===== config.mk =====
export PLATFORM = sky130hd
export DESIGN_NAME = vigenere_stream_ctrl
export DESIGN_NICKNAME = d
export VERILOG_FILES = /design/src/rtl/vigenere_pkg.sv /design/src/rtl/vigenere_shift_unit.sv /design/src/rtl/vigenere_stream_ctrl.sv
export SDC_FILE = /design/constraint.sdc
export NUM_CORES = 1
export LEC_CHECK = 0
export CAP_MARGIN = 5
export CORE_MARGIN = 2
export CORE_UTILIZATION = 52
export CTS_BUF_LIST = sky130_fd_sc_hd__clkbuf_8
export CTS_CLUSTER_SIZE = 8
export DETAILED_ROUTE_END_ITERATION = 16
export GPL_TIMING_DRIVEN = 0
export PLACE_DENSITY = 0.88
export SETUP_SLACK_MARGIN = 0.1
export SYNTH_ARGS = -nofsm -noshare
export SYNTH_HDL_FRONTEND = slang
export SYNTH_SLANG_ARGS = --single-unit

===== constraint.sdc =====
create_clock -name clk -period 4.4 [get_ports clk]
set_clock_uncertainty 0.05 [all_clocks]
set_input_delay 1.32 -clock clk [delete_from_list [all_inputs] [get_ports clk]]
set_output_delay 1.32 -clock clk [all_outputs]
set_load 0.005 [all_outputs]

===== src/rtl/vigenere_pkg.sv =====
// Shared definitions for the Vigenere stream controller.
// ASCII constants, controller state encoding and a letter test.
package vigenere_pkg;

    localparam logic [7:0] ASCII_A_LO  = 8'd97;
    localparam logic [7:0] ASCII_Z_LO  = 8'd122;
    localparam logic [7:0] ASCII_SPACE = 8'd32;
    localparam logic [7:0] ASCII_CR    = 8'd13;
    localparam logic [7:0] ASCII_LF    = 8'd10;

    typedef enum logic {
        S_KEYLOAD = 1'b0,
        S_RUN     = 1'b1
    } state_t;

    function automatic logic is_lower(input logic [7:0] c);
        return (c >= ASCII_A_LO) && (c <= ASCII_Z_LO);
    endfunction

endpackage


===== src/rtl/vigenere_shift_unit.sv =====
// Combinational Vigenere letter shift with wrap inside 'a'..'z'.
// Non-letters map to a space.
module vigenere_shift_unit
    import vigenere_pkg::*;
#(
    parameter int CHAR_W = 8
) (
    input  logic [CHAR_W-1:0] ch,
    input  logic [4:0]        shift,
    input  logic              decrypt,
    output logic [CHAR_W-1:0] result
);

    logic [CHAR_W:0] wide;
    logic [CHAR_W:0] sum;

    always_comb begin
        wide   = {1'b0, ch};
        sum    = '0;
        result = CHAR_W'(ASCII_SPACE);
        if (is_lower(ch[7:0])) begin
            if (decrypt) begin
                sum = wide - (CHAR_W+1)'(shift);
                if (sum < (CHAR_W+1)'(ASCII_A_LO))
                    sum = sum + (CHAR_W+1)'(26);
            end else begin
                sum = wide + (CHAR_W+1)'(shift);
                if (sum > (CHAR_W+1)'(ASCII_Z_LO))
                    sum = sum - (CHAR_W+1)'(26);
            end
            result = sum[CHAR_W-1:0];
        end
    end

endmodule


===== src/rtl/vigenere_stream_ctrl.sv =====
// Key-load / run sequencer for the Vigenere datapath with a
// registered valid/ready output stage.
module vigenere_stream_ctrl
    import vigenere_pkg::*;
#(
    parameter int KEY_LEN_MAX = 4,
    parameter int CHAR_W      = 8
) (
    input  logic                     clk,
    input  logic                     reset,
    input  logic                     key_load_req,
    input  logic                     decrypt,
    input  logic                     idx_clr,
    input  logic                     char_valid,
    input  logic [CHAR_W-1:0]        char_in,
    output logic                     in_ready,
    output logic [CHAR_W-1:0]        char_out,
    output logic                     out_valid,
    input  logic                     out_ready,
    output logic [8*KEY_LEN_MAX-1:0] key_arr,
    output logic [3:0]               key_len,
    output logic [2:0]               key_idx,
    output logic                     loading
);

    state_t state, state_n;

    logic [CHAR_W-1:0] key_mem   [8];
    logic [4:0]        shift_mem [8];

    logic              accept;
    logic              is_let;
    logic              is_eol;
    logic              key_full;
    logic              idx_wrap;
    logic [CHAR_W-1:0] shift_res;

    assign accept   = char_valid && in_ready;
    assign is_let   = is_lower(char_in[7:0]);
    assign is_eol   = (char_in[7:0] == ASCII_CR) || (char_in[7:0] == ASCII_LF);
    assign key_full = (key_len + 4'd1) == 4'(KEY_LEN_MAX);
    assign idx_wrap = ({1'b0, key_idx} + 4'd1) == key_len;

    vigenere_shift_unit #(.CHAR_W(CHAR_W)) u_shift (
        .ch      (char_in),
        .shift   (shift_mem[key_idx]),
        .decrypt (decrypt),
        .result  (shift_res)
    );

    always_ff @(posedge clk or posedge reset) begin
        if (reset) state <= S_KEYLOAD;
        else       state <= state_n;
    end

    always_comb begin
        state_n = state;
        if (key_load_req) begin
            state_n = S_KEYLOAD;
        end else if (state == S_KEYLOAD && accept) begin
            if (is_let && key_full)
                state_n = S_RUN;
            else if (is_eol && key_len != 4'd0)
                state_n = S_RUN;
        end
    end

    always_comb begin
        in_ready = !key_load_req && (!out_valid || out_ready);
        loading  = (state == S_KEYLOAD);
    end

    // Key storage and index stepping; a load request wipes everything.
    always_ff @(posedge clk or posedge reset) begin
        if (reset) begin
            key_len <= '0;
            key_idx <= '0;
            for (int i = 0; i < 8; i++) begin
                key_mem[i]   <= '0;
                shift_mem[i] <= '0;
            end
        end else if (key_load_req) begin
            key_len <= '0;
            key_idx <= '0;
            for (int i = 0; i < 8; i++) begin
                key_mem[i]   <= '0;
                shift_mem[i] <= '0;
            end
        end else if (state == S_KEYLOAD) begin
            key_idx <= '0;
            if (accept && is_let) begin
                key_mem[key_len[2:0]]   <= char_in;
                shift_mem[key_len[2:0]] <= 5'(char_in - CHAR_W'(ASCII_A_LO));
                key_len                 <= key_len + 4'd1;
            end
        end else begin
            if (idx_clr)
                key_idx <= '0;
            else if (accept && is_let)
                key_idx <= idx_wrap ? 3'd0 : key_idx + 3'd1;
        end
    end

    always_ff @(posedge clk or posedge reset) begin
        if (reset) begin
            out_valid <= 1'b0;
            char_out  <= CHAR_W'(ASCII_SPACE);
        end else if (key_load_req) begin
            out_valid <= 1'b0;
        end else if (accept && state == S_RUN) begin
            out_valid <= 1'b1;
            char_out  <= shift_res;
        end else if (out_ready) begin
            out_valid <= 1'b0;
        end
    end

    always_comb begin
        key_arr = '0;
        for (int i = 0; i < KEY_LEN_MAX; i++)
            key_arr[8*i +: 8] = key_mem[i][7:0];
    end

endmodule


-- Word-level counts from Yosys, hierarchy flattened
Cells that the tools add are included.
- register bits after elaboration: 121
- output and inout bits: 50
- logic and storage cells: 101
- $add $sub $neg: 8
- $lt $le $gt $ge: 7
- eq/ne operators: 6
- muxes and demuxes: 34
- bitwise logic cells: 4
- reductions and logical operators: 21
- operators with widths (kind ; count):
    $mux 64 ; 3
    $mux 40 ; 3
    $bwmux 64 ; 1
    $bwmux 40 ; 1
    $mux 8 ; 5
    $demux 8 s3 ; 1
    $eq 8x4->1 const B ; 2
    $bmux 5 s3 ; 1
    $demux 5 s3 ; 1
    $mux 3 ; 5
    $mux 5 ; 3
    $mux 4 ; 3
    $add 8x5->9 ; 1
    $gt 9x7->1 const B ; 1
    $logic_and 1x1->1 ; 9
    $lt 9x7->1 const B ; 1
    $sub 8x5->9 ; 1
    $add 8x5->8 const B ; 1
    $ge 4x4->1 const B ; 2
    $ge 8x7->1 const B ; 1
    $le 8x7->1 const B ; 1
    $not 3->4 ; 2
    $sub 8x5->8 const B ; 1
    $mux 1 ; 7
    16 further kinds ; 23

-- Depth between registers and ports, before layout
Gate-level depths: netlist of the first run.
- depth in word-level cells: 9
- gate-level depth with buffers: 15
- gate-level depth less buffers: 13

-- Cells and area by module
From an unflattened synthesis of the first run, not the netlist that was laid out.
- cell total of the unflattened synthesis: 544
- area total of the unflattened synthesis: 5646.7 µm²
- by module, submodules not included (module ; times used ; cells each ; area an instance (µm²)):
    vigenere_stream_ctrl ; 1 ; 378 ; 4428.0
    vigenere_shift_unit ; 1 ; 166 ; 1218.7

-- Worst setup path before layout of the first run
Ideal clock, no wire load.
- path type: reg2reg
- start point: register key_idx[0]
- end point: register char_out[4]
- setup time: 0.126 ns
- arrival time: 4.243 ns
- path slack: -0.019 ns
- cell stages (with the launch flop): 15
- path buffers: 2
- clock period less this slack: 4.419 ns
- cell sequence: dfrtp_1 clkbuf_1 buf_1 mux4_2 mux2_2 ha_1 fa_1 nor2b_2 o31ai_4 xnor2_1 or3b_1 o31a_1 nor2_2 xnor2_1 a221o_1
- longest elaborated chain between the ends: 9
- elaborated cells on any way between the ends: 14
- RTL lines (element ; line ; text):
    start, declared ; vigenere_stream_ctrl.sv:22 ; output logic [2:0] key_idx,
    start signal, assigned ; vigenere_stream_ctrl.sv:100 ; key_idx <= idx_wrap ? 3'd0 : key_idx + 3'd1;
    $not 3->4 (not written as such) (*) ; vigenere_stream_ctrl.sv:46 ; .shift (shift_mem[key_idx]),
    $bmux 5 s3 (*) ; vigenere_stream_ctrl.sv:46 ;
    $mux 5 (not written as such) (*) (2 in a row) ; vigenere_stream_ctrl.sv:46 ;
    $add 8x5->9 or $sub 8x5->9 (tied branches) ; vigenere_shift_unit.sv:27, vigenere_shift_unit.sv:23 ;
    $sub 8x5->8, or another cell as far along ; vigenere_shift_unit.sv:29 ; sum = sum - (CHAR_W+1)'(26);
    $mux 8 (on tied branches) ; vigenere_shift_unit.sv:28, vigenere_shift_unit.sv:24 ;
    $mux 8 (*) ; vigenere_shift_unit.sv:22 ; if (decrypt) begin
    $mux 8 (*) ; vigenere_shift_unit.sv:21 ; if (is_lower(ch[7:0])) begin
    end signal, assigned ; vigenere_stream_ctrl.sv:107 ; char_out <= CHAR_W'(ASCII_SPACE);
    end signal, assigned ; vigenere_stream_ctrl.sv:112 ; char_out <= shift_res;
    end, declared ; vigenere_stream_ctrl.sv:17 ; output logic [CHAR_W-1:0] char_out,
Mark *: on every way between the ends. The rest lies on a longest branch, timed or not. The select of a mux whose other input is x is not followed.
A chain may end at the register's enable or synchronous reset.

-- Worst setup path after layout of the first run
- start point: input port char_in[1]
- end point: register char_out[5]
- longest elaborated chain between the ends: 5
- elaborated cells on any way between the ends: 13
- RTL lines (element ; line ; text):
    start, declared ; vigenere_stream_ctrl.sv:15 ; input logic [CHAR_W-1:0] char_in,
    $add 8x5->9 or $sub 8x5->9 (tied branches) ; vigenere_shift_unit.sv:27, vigenere_shift_unit.sv:23 ;
    $sub 8x5->8, or another cell as far along ; vigenere_shift_unit.sv:29 ;
    $mux 8 (on tied branches) ; vigenere_shift_unit.sv:28, vigenere_shift_unit.sv:24 ;
    $mux 8 ; vigenere_shift_unit.sv:22 ;
    $mux 8 (*) ; vigenere_shift_unit.sv:21 ;
Mark *: on every way between the ends. The rest lies on a longest branch, timed or not.

==> reports/summary.txt, run 1 <==
max-slew violation count = 0
I/O pin count = 65
synthesized instance count = 536
run status = finished clean
post-synthesis async set-or-reset flop share = 100%
Slew HR = 39.7%
pre-CTS setup slack = -888 ps
Final Hold Viols = 0
RSZ-0062 raised after global routing = false
Die Wd = 103 µm
GRT Util Overall = 27.4%
Hold WC Path Type = reg2reg
commonest cells after routing, fill and taps aside = dfrtp_1, clkdlybuf4s50_1, nand2_1
Worst setup SP type = input pin
max cap viols = 0
Tcrit/Tclk final = 93.8%
final net count = 653
initial antenna violation count = 0
met1 Track Usage GR = 35.3%
Fmax = 242 MHz
CTS Root Cell = clkbuf_8
Starting DRT DRC Count = 351
via count = 4,435
CTS tree = yes
Routed Antenna Nets = 0
dpl hpwl = 9.78 mm
Worst Tran Pin Value = 898 ps
first-pass GRT wire length = 21.9 mm
minimum clock period = 4130 ps
GR peak layer = met2
Pleak = 2.68 nW
largest net degree at the start of global routing = 60
Final Setup Violations = 0
most common cell after layout, fill and taps aside = dfrtp_1
drt total wl = 13.5 mm
grt total ovfl = 0
worst hold start = shift_mem[29]$_DFFE_PP0P_
worst setup path class = in2reg
CTS Sinks = 89
post-synth cell types = 60
Initial Util = 53.0%
register bit count reported by yosys = 89
DRT Pass-1 Iters = 5
Max IR drop VDD = 0.256 mV
H-Tree Depth = 3
layout cells sized above 1 = 10.3%
DR vias/cell = 5.88
hold_buf cts = 0
pwr/cell area = 289 mW/mm²
placer congestion estimate = 0.931
met2 Use GR = 43.7%
DRC violations left = 0
ys flop type = dfrtp_1
Post-Syn Area = 0.00511 mm²
crit path launch = char_in[1]
reg2reg start = key_idx[0]$_DFFE_PP0P_
Die ar. = 0.0106 mm²
Worst-path clk slew = 90 ps
CTS buffer count = 9
Seq/Total Area, Yosys = 43.6%
Data required, critical path = 4650 ps
area grow syn2layout = 23.6%
worst-path fanout max = 7
Synth Warn # = 0
CTS max path bufs = 2
worst-skew pair later-pin latency = 390 ps
EDFF count, synth = 0
routed length per instance = 17.9 µm
Final Util = 65.6%
Syn Area/Cell = 9.54 µm²
row count = 36
arrival time at the worst endpoint = 4380 ps
die height = 103 µm
vias in the first global route = 4,447
met3 Resource Use GR = 5.76%
syn_nets = 573
CORE AREA = 0.00964 mm²
IO buf count = 63
Final WS setup = 271 ps
n_diodes = 0
Worst setup EP type = register
report_power, final:
part | internal (mW) | switching [mW]
Clock | 0.331 | 0.334
Sequential | 0.826 | 0.00572
Combinational | 0.133 | 0.200
Total | 1.29 | 0.539
synth_stat cells, types with 8 or more instances:
master | number | area share, %
nand3_1 | 11 | 1.1
xnor2_1 | 14 | 2.4
nand2_1 | 55 | 4.0
clkbuf_1 | 27 | 2.0
a211oi_1 | 17 | 2.5
nand3b_1 | 17 | 2.5
inv_1 | 28 | 2.1
a21oi_1 | 11 | 1.1
xor2_1 | 8 | 1.4
nand2b_1 | 13 | 1.6
nor2_1 | 48 | 3.5
mux4_2 | 10 | 4.4
and2_1 | 8 | 0.98
dfrtp_1 | 88 | 43
o21ai_0 | 45 | 4.4
o31ai_1 | 12 | 1.8
mux2i_1 | 13 | 2.5
ha_1 | 20 | 4.9
stage by stage:
stage	hold WS, ps	std cells	total power, mW	setup TNS, ps	cell area, µm²
after global routing	464	754	1.90	0	6320
after floorplan	393	536	1.06	0	5110
after detailed placement	415	733	1.15	-18650	5940
after global placement	404	732	1.14	-57220	5910
after CTS	437	749	1.82	0	6230
final	436	754	1.83	0	6320
cell type report:
type | count | area [µm²]
plain buffers | 36 | 184
clock buffers | 9 | 124
clock inverters | 7 | 113
fillers | 803 | 3320
inverters | 28 | 108
multi-input cells | 383 | 2700
flip-flops and latches | 89 | 2230
well taps | 133 | 166
repair buffers | 69 | 698
sequential cells by signal (all words and copies together) (netlist names):
name       cells
char_out       8
key_arr       32
state          1
key_idx        3
out_valid      1
shift_mem     40
key_len        4
worst paths after layout:
kind | cells after the start | end | slack (ps)
max | 12 | char_out[5]$_DFFE_PP1P_ | 270
min | 2 | shift_mem[29]$_DFFE_PP0P_ | 440
max reg2reg | 15 | char_out[1]$_DFFE_PP0P_ | 280
min reg2reg | 2 | shift_mem[29]$_DFFE_PP0P_ | 440
max in group asynchronous | 3 | char_out[5]$_DFFE_PP1P_ | 2390
min in group asynchronous | 2 | shift_mem[21]$_DFFE_PP0P_ | 1220
worst max-delay path, cell delays in order:
cell             delay (ps)
clkdlybuf4s50_1         680
inv_2                   190
fa_1                    520
nand2b_1                220
a211oi_2                240
a21boi_1                230
a2bb2oi_2               280
buf_4                   170
o31ai_1                  80
mux2i_1                 170
o22ai_1                 100
a21oi_1                 180
metal layers:
layer  vias to the layer above  wire [µm]  part of all wire [%]
met5                         -          0                     0
met4                         0        461                   3.4
met3                        37        764                   5.7
met2                       152       6520                    48
met1                      2199       5740                    43
li1                       2047          -                     -
logic make-up after synthesis:
group | count (synthesis) | share of synthesized area, %
AND/OR/NAND/NOR | 189 | 18.4
AO/OA/AOI/OAI | 126 | 16.4
flip-flops | 89 | 43.6
buffers and inverters | 64 | 4.92
multiplexers | 24 | 7.17
XOR/XNOR | 22 | 3.77
adder cells (fa/ha/maj) | 22 | 5.68
timing repair:
item,CTS,global route
pin swaps,1,4
endpoints found under the setup margin,29,40
buffers inserted,0,5
gates resized for setup,14,14
Note: power is estimated with default switching activity, not from simulation.
==> run 2: changes to the inputs <==
clock period = 3.6 ns   (was 4.4 ns; I/O delays follow)
==> reports/summary.txt, run 2 (same netlist as run 1, synthesis figures left out) <==
sequential share of power = 43.9%
Slew HR = 44.3%
Setup TNS = -1940 ps
crit path launch = key_idx[0]$_DFFE_PP0P_
Final Hold Viols = 0
reg2reg start = key_idx[0]$_DFFE_PP0P_
max cap viols = 0
CTS max path bufs = 2
I/O pin count = 65
max FFs per register = 40
die height = 103 µm
CP endpoint = char_out[4]$_DFFE_PP0P_
hold_buf cts = 0
Starting DRT DRC Count = 496
Largest Register = shift_mem
max-slew violation count = 0
row count = 36
CTS tree = yes
Data required, critical path = 3820 ps
GRT Util Overall = 27.7%
CTS Sinks = 89
Filler cells = 688
Initial Util = 53.0%
largest net degree at the start of global routing = 63
commonest cells after routing, fill and taps aside = dfrtp_1, clkdlybuf4s50_1, nand2_1
run status = finished with violations
worst-skew pair later-pin latency = 380 ps
Worst setup EP type = register
clock share of power = 34.6%
area grow syn2layout = 31.4%
CTS buffer count = 9
Worst-path clk slew = 90 ps
Final Setup Violations = 7
area of the multi-input gates = 0.00291 mm²
reg2reg setup slack = -380 ps
switch share = 29.9%
CTS Root Cell = clkbuf_8
Hold WC Path Type = reg2reg
Worst Tran Pin Value = 835 ps
failing checks = setup timing
Comb power frac = 21.5%
final net count = 672
Routed Antenna Nets = 0
first-pass GRT wire length = 22.2 mm
placer congestion estimate = 0.923
via count = 4,652
Critical R2R Capture = char_out[4]$_DFFE_PP0P_
n_diodes = 0
Tcrit/Tclk final = 111%
drt total wl = 14.7 mm
Fmax = 251 MHz
Final WS setup = -381 ps
net switching power = 0.692 mW
worst setup path class = reg2reg
RSZ-0062 raised after global routing = true
worst-path fanout max = 5
routed length per instance = 19.1 µm
initial antenna violation count = 0
r2r worst-path depth = 17
DRT Pass-1 Iters = 5
Cell Int Power = 1.62 mW
dpl hpwl = 9.71 mm
minimum clock period = 3980 ps
CORE AREA = 0.00964 mm²
Pleak = 2.85 nW
Die Wd = 103 µm
arrival time at the worst endpoint = 4210 ps
IO buf count = 63
Max IR drop VDD = 0.294 mV
DR vias/cell = 6.02
DRC violations left = 0
Worst setup SP type = register
pwr/cell area = 344 mW/mm²
register area = 0.00223 mm²
Die ar. = 0.0106 mm²
Pwr Total = 2.31 mW
layout cells sized above 1 = 19.2%
most common cell after layout, fill and taps aside = dfrtp_1
vias in the first global route = 4,460
H-Tree Depth = 3
grt total ovfl = 0
==> run 2: changes by cell type in the layout (fill, tap and decap cells not counted), moves of 4 or more <==
| cell | previous run | this run |
|---|---|---|
| clkbuf_1 | 22 | 15 |
| buf_4 | 6 | 23 |
| clkbuf_4 | 0 | 4 |
| clkbuf_2 | 4 | 9 |
| ha_1 | 20 | 16 |
| mux2i_1 | 13 | 9 |
==> run 2: metal layers <==
metal  GRT usage, %  part of all wire (%)
met4           13.7                   3.9
met2           44.4                    49
met1           36.4                    41
met3           5.29                   6.1
met5              0                     0
==> run 2: worst min-delay path by stage <==
stage	endpoint	startpoint	slack, ps	cells past startpoint
6_report	char_out[5]$_DFFE_PP1P_	char_out[5]$_DFFE_PP1P_	420	2
2_1_floorplan	shift_mem[28]$_DFFE_PP0P_	shift_mem[28]$_DFFE_PP0P_	390	2
3_5_place_dp	char_out[5]$_DFFE_PP1P_	char_out[5]$_DFFE_PP1P_	400	2
4_1_cts	char_out[5]$_DFFE_PP1P_	char_out[5]$_DFFE_PP1P_	420	2
3_3_place_gp	char_out[5]$_DFFE_PP1P_	char_out[5]$_DFFE_PP1P_	400	2
5_1_grt	char_out[5]$_DFFE_PP1P_	char_out[5]$_DFFE_PP1P_	440	2
==> run 2: what timing repair did <==
item | CTS | global route
cloned | 1 | 0
gates resized for setup | 33 | 46
pin swaps | 7 | 7
buffers inserted | 12 | 11
endpoints found under the hold margin | 0 | 0
endpoints found under the setup margin | 75 | 60
==> run 2: cell type report <==
type / instances / area share, %
plain buffers: 36 / 3.09
clock buffers: 9 / 1.84
clock inverters: 7 / 1.51
inverters: 28 / 1.70
multi-input cells: 383 / 43.4
flip-flops and latches: 89 / 33.2
well taps: 133 / 2.48
repair buffers: 88 / 12.8
==> run 2: critical path: stages (launching register included) <==
cell	delay (ps)
dfrtp_1	370
clkbuf_8	150
buf_12	120
mux4_2	530
mux2_4	310
buf_4	150
ha_4	160
fa_2	360
buf_6	140
xnor2_2	140
inv_1	90
ha_2	180
nand2_2	60
o31ai_2	340
o211ai_1	200
xor2_1	200
nor2_1	70
a221o_1	260
==> run 2: through the flow <==
step | setup slack (ps) | utilization, % | cell area (µm²) | std cells | hold slack [ps]
after CTS | -231 | 67.2 | 6470 | 762 | 417
after global placement | -1200 | 61.9 | 5970 | 732 | 403
after detailed placement | -1210 | 62.3 | 6000 | 733 | 405
after floorplan | -187 | - | 5170 | 536 | 393
after global routing | -541 | 69.7 | 6720 | 773 | 435
final | -381 | 69.7 | 6720 | 773 | 417
==> run 2: power by group through the flow <==
| stage | Clock, mW | Sequential, mW | Combinational, mW |
|---|---|---|---|
| 6_report | 0.799 | 1.02 | 0.497 |
| 5_1_grt | 0.841 | 1.02 | 0.533 |
| 4_1_cts | 0.799 | 1.02 | 0.422 |
| 3_5_place_dp | 0 | 1.04 | 0.381 |
| 3_3_place_gp | 0 | 1.04 | 0.365 |
| 2_1_floorplan | 0 | 1.03 | 0.267 |
==> run 3: changes to the inputs <==
CORE_ASPECT_RATIO = 0.8   (was not set)
==> reports/summary.txt, run 3 (same netlist as run 1, synthesis figures left out) <==
run status = finished with violations
failing checks = setup timing
IO buf count = 63
final non-filler cell total = 756
Slew HR = 41.6%
max-slew violation count = 0
Min-Delay Endpoint = key_arr[8]$_DFFE_PP0P_
reg2reg start = key_idx[0]$_DFFE_PP0P_
most common cell after layout, fill and taps aside = dfrtp_1
sequential share of power = 48.0%
pwr/cell area = 326 mW/mm²
Die ar. = 0.0106 mm²
largest net degree at the start of global routing = 74
H-Tree Depth = 3
area grow syn2layout = 27.0%
Placed Cells = 719
final net count = 669
Critical R2R Capture = char_out[4]$_DFFE_PP0P_
DR vias/cell = 6.17
Cell Int Power = 1.47 mW
reg2reg setup slack = -350 ps
die height = 92.7 µm
Bufs and invs on worst path = 2
switch share = 30.8%
I/O pin count = 65
Final WS setup = -352 ps
CTS Root Cell = clkbuf_8
drt total wl = 14.4 mm
Fmax = 253 MHz
initial antenna violation count = 0
hold_buf cts = 0
r2r worst-path depth = 14
arrival time at the worst endpoint = 4170 ps
first-pass GRT wire length = 22.8 mm
Worst setup EP type = register
DRC violations left = 0
clock share of power = 31.7%
commonest cells after routing, fill and taps aside = dfrtp_1, clkdlybuf4s50_1, nand2_1
via count = 4,668
row count = 32
max cap viols = 0
CP Cell Sequence = buf_8 -> buf_12 -> mux4_2 -> mux2_4 -> ha_4 -> fa_2 -> nor2b_4 -> o31ai_4 -> xnor2_2 -> or3b_1 -> o31a_1 -> nor2_2 -> xnor2_1 -> a221o_1
Largest stage delay, worst path = 510 ps
Routed Antenna Nets = 0
dpl hpwl = 9.93 mm
worst-path fanout max = 5
Die Wd = 115 µm
Hold WC Path Type = reg2reg
CTS Sinks = 89
CORE AREA = 0.00961 mm²
Comb power frac = 20.3%
minimum clock period = 3950 ps
Filler cells = 681
Worst Tran Pin Value = 869 ps
GRT Util Overall = 27.7%
layout cells sized above 1 = 15.7%
CTS max path bufs = 2
worst setup path class = reg2reg
Final Util = 67.6%
Critical Path Stages = 14
Worst-path clk slew = 90 ps
routed length per instance = 19.0 µm
Largest Register = shift_mem
Final Hold Viols = 0
Slowest cell on crit path = mux4_2
Data required, critical path = 3820 ps
vias in the first global route = 4,544
max FFs per register = 40
Worst setup SP type = register
crit-path leading delay family = compound AO/OA/AOI/OAI gates
Starting DRT DRC Count = 445
worst-skew pair later-pin latency = 370 ps
area of the multi-input gates = 0.00277 mm²
Pleak = 2.77 nW
Initial Util = 53.2%
n_diodes = 0
DRT Pass-1 Iters = 5
CTS buffer count = 9
Hold Path Depth = 2
RSZ-0062 raised after global routing = true
register area = 0.00223 mm²
Max IR drop VDD = 0.198 mV
Tcrit/Tclk final = 110%
worst hold start = key_arr[8]$_DFFE_PP0P_
grt total ovfl = 0
CTS tree = yes
Final Setup Violations = 7
net switching power = 0.652 mW
placer congestion estimate = 0.887
## run 3: cell count changes in the layout (fill, tap and decap cells not counted), sizes merged
cell,delta
bufbuf,-1
bufinv,-2
inv,-1
clkdlybuf4s50,-1
clkbuf,+1
buf,-2
clkinvlp,+3
clkinv,-1
dlymetal6s2s,+1
## run 3: what timing repair did
item,CTS,global route
buffers inserted,16,5
setup endpoints to repair,75,60
pin swaps,6,13
cloned,1,0
gates resized for setup,24,25
## run 3: per-stage QoR
step | worst slack (ps) | hold slack [ps] | instance area (µm²) | power [mW] | setup TNS [ps]
floorplan | -187 | 393 | 5170 | 1.30 | -489
global placement | -1110 | 402 | 5950 | 1.40 | -140690
detailed placement | -1120 | 420 | 5980 | 1.41 | -52140
CTS | -255 | 443 | 6400 | 2.10 | -1470
global route | -491 | 471 | 6490 | 2.19 | -2750
finish | -352 | 440 | 6490 | 2.12 | -1760
## run 3: area by class of cell
| type | count | share of cell area (%) |
|---|---|---|
| inverter | 28 | 1.71 |
| timing repair buffer | 85 | 13.0 |
| clock buffer | 10 | 2.12 |
| sequential | 89 | 34.3 |
| clock inverter | 6 | 0.790 |
| buffer | 36 | 3.10 |
| multi-input combinational | 383 | 42.7 |
| tap | 119 | 2.29 |
## run 3: power groups by stage
stage / Combinational [mW] / Sequential, mW / Clock, mW
5_1_grt: 0.467 / 1.02 / 0.709
4_1_cts: 0.413 / 1.02 / 0.670
3_5_place_dp: 0.379 / 1.03 / 0
6_report: 0.430 / 1.02 / 0.672
3_3_place_gp: 0.361 / 1.03 / 0
2_1_floorplan: 0.267 / 1.03 / 0
## run 3: metal layers
layer | wire [µm] | track usage [%] | up-vias | share of wire, %
met5 | 0 | 0 | - | 0
met4 | 485 | 10.7 | 0 | 3.4
met3 | 1160 | 6.35 | 53 | 8.1
met2 | 6950 | 45.6 | 229 | 48
met1 | 5750 | 35.5 | 2303 | 40
li1 | - | - | 2083 | -
## run 3: worst max-delay path by stage
stage                           start                 endpoint
3_5_place_dp               char_in[0]  char_out[2]$_DFFE_PP0P_
6_report       key_idx[0]$_DFFE_PP0P_  char_out[4]$_DFFE_PP0P_
2_1_floorplan  key_idx[0]$_DFFE_PP0P_  char_out[4]$_DFFE_PP0P_
3_3_place_gp                    reset   key_idx[0]$_DFFE_PP0P_
5_1_grt        key_idx[0]$_DFFE_PP0P_  char_out[1]$_DFFE_PP0P_
4_1_cts        key_idx[0]$_DFFE_PP0P_  char_out[4]$_DFFE_PP0P_
## run 3: worst register-to-register path: cells and delay by family, from the launching register on
family / cells / cell delay, ps
AO/OA/AOI/OAI: 3 / 930
flip-flops: 1 / 390
AND/OR/NAND/NOR: 3 / 690
adder cells (fa/ha/maj): 2 / 520
XOR/XNOR: 2 / 210
buffers and inverters: 2 / 250
multiplexers: 2 / 820
